--- config.mk ---
export PLATFORM = sky130hd
export DESIGN_NAME = instr_input_buffer
export DESIGN_NICKNAME = d
export VERILOG_FILES = /design/src/rtl/instr_input_buffer.sv
export SDC_FILE = /design/constraint.sdc
export NUM_CORES = 1
export LEC_CHECK = 0
export ABC_CLOCK_PERIOD_IN_PS = 2700
export BUFFER_PORTS_ARGS = -buffer_cell sky130_fd_sc_hd__buf_2
export CAP_MARGIN = 20
export CORE_ASPECT_RATIO = 1.1
export CORE_UTILIZATION = 45
export DETAILED_ROUTE_END_ITERATION = 7
export GPL_TIMING_DRIVEN = 0
export PLACE_DENSITY_LB_ADDON = 0.15
export SLEW_MARGIN = 10
export SYNTH_ARGS = -nofsm -noshare
export SYNTH_HDL_FRONTEND = slang
export SYNTH_SLANG_ARGS = --single-unit
--- constraint.sdc ---
create_clock -name clk -period 2.7 [get_ports clk]
set_input_delay 0.54 -clock clk [delete_from_list [all_inputs] [get_ports clk]]
set_output_delay 0.54 -clock clk [all_outputs]
set_load 0.02 [all_outputs]
--- src/rtl/instr_input_buffer.sv ---
// -----------------------------------------------------------------------------
// instr_input_buffer
//
// Front-end input stage of the 8-bit HDU-RISC hazard demonstrator. Instruction
// words set on the board switches are captured into a small in-order buffer
// whenever the debounced LOAD button is pressed. The buffer is read at random
// by the downstream hazard checker. A debounced CLEAR button empties it.
//
// Ports
//   clk        in   system clock, rising edge
//   reset      in   asynchronous, active-high reset
//   sw_instr   in   [DATA_W]  switch word, sampled on the write edge
//   btn_load   in   raw, bouncing LOAD button
//   btn_clear  in   raw, bouncing CLEAR button
//   lock       in   checker busy; load events are discarded while high
//   rd_addr    in   [PTR_W]   read slot index
//   rd_data    out  [DATA_W]  mem[rd_addr] when rd_addr < count, else 0
//   count      out  [PTR_W+1] number of valid instructions, 0..DEPTH
//   empty      out  count == 0
//   full       out  count == DEPTH
//   load_ack   out  one-cycle pulse in the cycle after an accepted write
//   overflow   out  sticky; a load was attempted while full
//
// Handshake: there is no valid/ready pair on this block. A load "event" is the
// debounced 0->1 edge of LOAD. It is either accepted (written, acknowledged by
// exactly one load_ack cycle) or discarded (clear on the same edge, lock high,
// or buffer full -- the last also sets overflow). No event is ever queued.
// -----------------------------------------------------------------------------

// Synchroniser plus debouncer for one button. rise_o is high during the cycle
// whose closing edge moves the debounced level from 0 to 1.
module instr_input_buffer_debounce #(
  parameter int DEB_CYCLES = 4
) (
  input  logic clk,
  input  logic reset,
  input  logic btn_i,
  output logic rise_o,
  output logic deb_o
);
  localparam int CNT_W = (DEB_CYCLES > 2) ? $clog2(DEB_CYCLES) : 1;
  localparam logic [CNT_W-1:0] CNT_LAST = CNT_W'(DEB_CYCLES - 1);

  logic             s1_q, s2_q;
  logic             deb_q, deb_d;
  logic [CNT_W-1:0] cnt_q, cnt_d;

  always_comb begin
    cnt_d = cnt_q;
    deb_d = deb_q;
    if (s2_q == deb_q) begin
      // Any agreeing cycle restarts the stability window.
      cnt_d = '0;
    end else if (cnt_q == CNT_LAST) begin
      deb_d = s2_q;
      cnt_d = '0;
    end else begin
      cnt_d = cnt_q + CNT_W'(1);
    end
  end

  assign rise_o = ~deb_q & deb_d;
  assign deb_o  = deb_q;

  always_ff @(posedge clk or posedge reset) begin
    if (reset) begin
      s1_q  <= 1'b0;
      s2_q  <= 1'b0;
      deb_q <= 1'b0;
      cnt_q <= '0;
    end else begin
      s1_q  <= btn_i;
      s2_q  <= s1_q;
      deb_q <= deb_d;
      cnt_q <= cnt_d;
    end
  end
endmodule

module instr_input_buffer #(
  parameter int DEPTH      = 8,
  parameter int PTR_W      = 3,
  parameter int DATA_W     = 8,
  parameter int DEB_CYCLES = 4
) (
  input  logic              clk,
  input  logic              reset,
  input  logic [DATA_W-1:0] sw_instr,
  input  logic              btn_load,
  input  logic              btn_clear,
  input  logic              lock,
  input  logic [PTR_W-1:0]  rd_addr,
  output logic [DATA_W-1:0] rd_data,
  output logic [PTR_W:0]    count,
  output logic              empty,
  output logic              full,
  output logic              load_ack,
  output logic              overflow
);
  localparam logic [PTR_W:0] COUNT_FULL = (PTR_W + 1)'(DEPTH);

  logic              load_fire, clear_fire;
  logic              load_deb, clear_deb;
  logic [DATA_W-1:0] mem_q [DEPTH];
  logic [PTR_W-1:0]  wr_ptr_q, wr_ptr_d;
  logic [PTR_W:0]    count_q, count_d;
  logic              overflow_q, overflow_d;
  logic              ack_q, ack_d;
  logic              we;

  instr_input_buffer_debounce #(.DEB_CYCLES(DEB_CYCLES)) u_deb_load (
    .clk    (clk),
    .reset  (reset),
    .btn_i  (btn_load),
    .rise_o (load_fire),
    .deb_o  (load_deb)
  );

  instr_input_buffer_debounce #(.DEB_CYCLES(DEB_CYCLES)) u_deb_clear (
    .clk    (clk),
    .reset  (reset),
    .btn_i  (btn_clear),
    .rise_o (clear_fire),
    .deb_o  (clear_deb)
  );

  // Debounced levels are only needed for the falling-edge re-arm inside the
  // debouncers; they are kept visible for probing.
  logic unused_deb;
  assign unused_deb = load_deb ^ clear_deb;

  assign full  = (count_q == COUNT_FULL);
  assign empty = (count_q == '0);

  // Clear outranks load; lock only gates loads, never clears.
  always_comb begin
    wr_ptr_d   = wr_ptr_q;
    count_d    = count_q;
    overflow_d = overflow_q;
    ack_d      = 1'b0;
    we         = 1'b0;
    if (clear_fire) begin
      wr_ptr_d   = '0;
      count_d    = '0;
      overflow_d = 1'b0;
    end else if (load_fire && !lock) begin
      if (full) begin
        overflow_d = 1'b1;
      end else begin
        we       = 1'b1;
        wr_ptr_d = wr_ptr_q + PTR_W'(1);
        count_d  = count_q + (PTR_W + 1)'(1);
        ack_d    = 1'b1;
      end
    end
  end

  always_ff @(posedge clk or posedge reset) begin
    if (reset) begin
      wr_ptr_q   <= '0;
      count_q    <= '0;
      overflow_q <= 1'b0;
      ack_q      <= 1'b0;
    end else begin
      wr_ptr_q   <= wr_ptr_d;
      count_q    <= count_d;
      overflow_q <= overflow_d;
      ack_q      <= ack_d;
    end
  end

  always_ff @(posedge clk or posedge reset) begin
    if (reset) begin
      for (int i = 0; i < DEPTH; i++) mem_q[i] <= '0;
    end else if (we) begin
      mem_q[wr_ptr_q] <= sw_instr;
    end
  end

  // Stale entries beyond count (e.g. after a clear) are masked to zero.
  assign rd_data  = ({1'b0, rd_addr} < count_q) ? mem_q[rd_addr] : '0;
  assign count    = count_q;
  assign load_ack = ack_q;
  assign overflow = overflow_q;
endmodule

==> results of run 1 <==
## state kept, by name, indices dropped and copies added (netlist names)
register,cells
u_deb_clear.cnt_q,2
overflow,1
load_ack,1
mem_q,64
u_deb_load.s1_q,1
u_deb_clear.deb_o,1
u_deb_clear.s1_q,1
u_deb_load.cnt_q,2
u_deb_load.deb_o,1
u_deb_clear.s2_q,1
wr_ptr_q,3
count,4
u_deb_load.s2_q,1
## worst register-to-register path, cell delays in order, from the launching register on
cell	delay (ps)
dfrtp_1	460
inv_1	90
ha_1	230
nand3b_2	170
buf_6	200
nand4_2	360
mux2_2	420
## per-layer routing
metal | share of wire | GRT usage
met2 | 0.47 | 0.300
met1 | 0.48 | 0.266
met5 | 0 | 0
met4 | 0.014 | 0.0672
met3 | 0.032 | 0.0402
## stage by stage
stage / std cells / worst slack [ps]
6_report: 422 / 134
5_1_grt: 422 / 51.5
4_1_cts: 422 / 147
3_5_place_dp: 406 / 137
3_3_place_gp: 405 / -1050
2_1_floorplan: 264 / 23.2
## cells by family after synthesis
| group | synth area share |
|---|---|
| multiplexers | 0.301 |
| XOR/XNOR | 0.00443 |
| AO/OA/AOI/OAI | 0.0310 |
| flip-flops | 0.525 |
| adder cells (fa/ha/maj) | 0.0221 |
| buffers and inverters | 0.0291 |
| AND/OR/NAND/NOR | 0.0873 |
## worst paths after layout
path,from,end
setup / recovery,rd_addr[1],rd_data[6]
hold / removal,reset,u_deb_load.s1_q$_DFF_PP0_
setup reg to reg,count[0]$_DFFE_PP0P_,mem_q[19]$_DFFE_PP0P_
hold reg to reg,u_deb_clear.s1_q$_DFF_PP0_,u_deb_clear.s2_q$_DFF_PP0_
max in group asynchronous,reset,mem_q[57]$_DFFE_PP0P_
min in group clk,btn_load,u_deb_load.s1_q$_DFF_PP0_
## synth_stat cells (3+ instances only)
cell / instances
buf_6: 3
inv_1: 6
nand4_4: 3
nor3b_1: 5
nor3_1: 3
mux2i_1: 9
a21oi_1: 15
nor2_1: 4
mux2_2: 63
nand3_1: 5
o21ai_0: 6
mux4_2: 16
nand4_2: 5
dfrtp_1: 83
ha_1: 7
and3b_1: 3
## final cells by class
type | instances | area (sq um)
inverters | 6 | 25.0
multi-input cells | 164 | 1770
flip-flops and latches | 83 | 2080
fillers | 734 | 3980
repair buffers | 31 | 178
plain buffers | 11 | 92.6
clock inverters | 4 | 50.0
clock buffers | 12 | 145
well taps | 111 | 139
## where the power goes
part	internal, uW	switching [uW]	total [uW]
Sequential	1460	136	1600
Clock	452	432	884
Combinational	375	375	750
Total	2290	942	3230
==> results.md, run 1 <==
* WP data arrival at between 2000 and 2500 ps
* CP cell instances: buf_2 -> buf_2 -> buf_2 -> mux4_2 -> mux2i_1 -> a21oi_1 -> buf_2
* Max Slew Vio Count at 0
* Cell depth of the worst setup path at 7
* Buf/Inv on CP at 4
* Final period utilization at 0.950
* CTS root buffer: clkbuf_8
* Number of I/O port buffers at 30
* Final setup vio count at 0
* Vias in the first global route at around 2400
* Final min period at 2570 ps
* Worst vdd ir at about 0.27 mV
* # Post-CTS Setup Buffers at 0
* IO Count at 32
* Synth top area cells: dfrtp_1 (53%), mux2_2 (18%), mux4_2 (9.1%)
* Post-synthesis sequential area ratio at 0.525
* Initial antenna violation count at 0
* Fin util at 0.529
* Num CTS Buffers at 9
* Post-synthesis cell type count at 37
* TritonRoute pass-1 iters at 4
* Clock transition at path regs at 80 ps
* Synthesized cell area at around 0.0040 sq mm
* Die height at 100 um
* Pwr Total at between 3000 and 4000 uW
* Post-synth EDFFs at 0
* CORE AREA at ~0.0085 sq mm
* Worst EP required at roughly 2200 ps
* Hold WC Path Type: primary input to async pin
* Clock Latency Late Sink at ~350 ps
* Die area at 0.00917 sq mm
* Initial core utilization at 0.468
* Die Wd at roughly 90 um
* Initial DRC count at ~140
* Clock Sinks at 83
* Grt total ovfl at 0
* Least-Margin Pin Slew at 752 ps
* Top FF cell, synth: dfrtp_1
* FMAX at slightly below 0.4 GHz
* Clk buf depth at 2
* Setup Crit Path Kind: primary input to output pin
* Final WL at approximately 8000 um
* Nets at about 330
* Most frequent cells in the layout: dfrtp_1 (83), mux2_2 (63), buf_2 (32)
* GR Util All Layers at 0.191
* Most frequent CP cell: buf_2
* Htree depth at 3
* GPL Wtd Cong at ~0.72
* Syn Area/Cell at roughly 15 sq um
* CP endpoint kind: output pin
* Cells after Synth at between 200 and 300
* Largest area contributor in the synthesized netlist: dfrtp_1
* Most common cell after layout, fill and taps aside: dfrtp_1
* Max_cap viols at 0
* Final Hold Fails at 0
* Setup TNS at 0 ps
* Area delta synth->final at 13.1%
* Remaining antenna violation count at 0
* Vias post-DR at approximately 2300
* Synth top area share at 0.525
* Dpl hpwl at 5070 um
* RSZ-0062 raised after global routing: false
* Startpoint Class: primary input
* Worst Clk Skew at between 10 and 15 ps
* Crit-path max cell delay at between 300 and 400 ps
* Remaining DRCs at 0
* First-pass GRT wire length at ~13000 um
* WHS at ~130 ps
* Yosys reg bits at 83
* Largest net degree at the start of global routing at 66
* Critical path peak fanout at 10
* Hold-fix buffers at CTS at 0
* Relative slew margins at 0.499
* Dpl cell area at 0.00427 sq mm
* Post_cts resized at 1
* N_diodes at 0
* CP top delay family: buffers and inverters
* Worst reg-to-reg path cell count at 6
* Layout cells sized above 1 at 0.476
* TritonCTS clock tree: built
* R2R Setup Slk at 660 ps
* Fin area at about 0.0045 sq mm
* Lkg Pwr at 0.00219 uW
* Synthesized Nets at around 290
* WL/cell at approximately 19 um
* Pwr dens at 722 mW/mm^2
* Synth async-reset ratio at 1.00
* Status: finished clean
* Vias per cell at roughly 5.6
* Synthesis warning total at 0
* # rows at 35
* Slowest cell on crit path: buf_2
No activity file was read; power rests on OpenSTA's default activity.
==> run 2: changes to the inputs <==
ABC_CLOCK_PERIOD_IN_PS = 2900   (was 2700)
SKIP_CTS_REPAIR_TIMING = 1   (was not set)
SLEW_MARGIN = 20   (was 10)
clock period = 2.9 ns   (was 2.7 ns; I/O delays follow)
==> results.md, run 2 (synthesis gave the netlist of run 1 again) <==
* RSZ-0062 raised after global routing: false
* FMAX at approximately 0.37 GHz
* Clock transition at path regs at ~90 ps
* Final Hold Fails at 0
* Comb pwr share at 0.237
* Seq pwr share at 0.507
* Most common cell after layout, fill and taps aside: dfrtp_1
* WL/cell at between 15 and 20 um
* Pwr dens at roughly 660 mW/mm^2
* Layout cells sized above 1 at 0.479
* Hold WC Path Type: primary input to async pin
* N_diodes at 0
* Nets at roughly 330
* Critical path peak fanout at 8
* Lkg Pwr at ~0.0022 uW
* First-pass GRT wire length at between 10000 and 15000 um
* Internal Power at between 2000 and 2500 uW
* Reg with most FFs: mem_q
* Setup TNS at 0 ps
* CP endpoint kind: output pin
* Final min period at between 2000 and 3000 ps
* Final std cells w/o fill at 422
* TritonRoute pass-1 iters at 4
* Worst EP required at ~2300 ps
* Initial core utilization at 0.468
* WHS at 211 ps
* Die Wd at around 90 um
* Placed instance count at ~410
* CTS root buffer: clkbuf_8
* GPL Wtd Cong at roughly 0.72
* Crit-path max cell delay at approximately 580 ps
* Vias in the first global route at approximately 2400
* Final period utilization at 0.944
* Vias post-DR at 2353
* Status: finished clean
* CP top delay family: simple AND/OR/NAND/NOR gates
* Area delta synth->final at 12.6%
* GR Util All Layers at 0.189
* Number of I/O port buffers at 30
* Worst vdd ir at ~0.26 mV
* Most frequent cells in the layout: dfrtp_1 (83), mux2_2 (63), buf_2 (32)
* Sw power at 913 uW
* Clk buf depth at 2
* Largest net degree at the start of global routing at 57
* WP data arrival at around 2200 ps
* # rows at 35
* Pwr Total at a little under 3000 uW
* Initial antenna violation count at 0
* Htree depth at 3
* Buf/Inv on CP at 2
* Dpl cell area at approximately 0.0043 sq mm
* Max Slew Vio Count at 0
* Die height at about 100 um
* Least-Margin Pin Slew at approximately 770 ps
* Max FFs per register at 64
* Remaining DRCs at 0
* Grt total ovfl at 0
* Worst Clk Skew at roughly 9.7 ps
* CORE AREA at about 0.0085 sq mm
* Num CTS Buffers at 9
* Max_cap viols at 0
* Dpl hpwl at 5050 um
* Remaining antenna violation count at 0
* Clock Latency Late Sink at 350 ps
* Startpoint Class: register
* Initial DRC count at about 130
* Final setup vio count at 0
* Clock share of power at 0.256
* TritonCTS clock tree: built
* Die area at about 0.0092 sq mm
* CP cell instances: inv_1 -> ha_1 -> nor2_1 -> nor2_1 -> a21oi_1 -> buf_2
* Vias per cell at around 5.6
* Final WL at 7850 um
* Switching Fraction at 0.311
* Relative slew margins at 0.488
* Slowest cell on crit path: nor2_1
* Most frequent CP cell: nor2_1
* Fin area at 0.00445 sq mm
* Setup Crit Path Kind: register to output pin
* Clock Sinks at 83
* IO Count at 32
run 2: stage by stage:
stage                     worst slack, ps  utilization
after floorplan                       183            -
after global placement               -887        0.502
after detailed placement              275        0.506
after CTS                             153        0.527
after global routing                 48.3        0.527
final                                 162        0.527
run 2: worst paths after layout:
check | cells after the start | slack [ps] | endpoint | from
max in group asynchronous | 3 | 2090 | mem_q[49]$_DFFE_PP0P_ | reset
min in group clk | 1 | 330 | u_deb_load.s1_q$_DFF_PP0_ | btn_load
setup / recovery | 6 | 160 | rd_data[6] | count[2]$_DFFE_PP0P_
hold / removal | 2 | 210 | mem_q[54]$_DFFE_PP0P_ | reset
hold reg to reg | 0 | 350 | u_deb_clear.s2_q$_DFF_PP0_ | u_deb_clear.s1_q$_DFF_PP0_
setup reg to reg | 6 | 870 | mem_q[56]$_DFFE_PP0P_ | count[0]$_DFFE_PP0P_
run 2: power groups by stage:
stage | logic (uW) | clock network, uW | registers (uW)
6_report | 695 | 751 | 1490
5_1_grt | 777 | 823 | 1520
4_1_cts | 700 | 777 | 1490
3_5_place_dp | 699 | 0 | 1510
3_3_place_gp | 681 | 0 | 1500
2_1_floorplan | 517 | 0 | 1490
run 2: cell type report:
cell class	instances	area, sq um
multi-input cells	164	1760
repair buffers	31	178
well taps	111	139
flip-flops and latches	83	2080
clock buffers	9	124
clock inverters	7	53.8
inverters	6	25.0
plain buffers	11	92.6
fillers	732	4000
run 2: routing by layer:
layer / share of wire / GRT usage
met4: 0.015 / 0.0720
met2: 0.49 / 0.308
met1: 0.47 / 0.256
met3: 0.028 / 0.0303
met5: 0 / 0
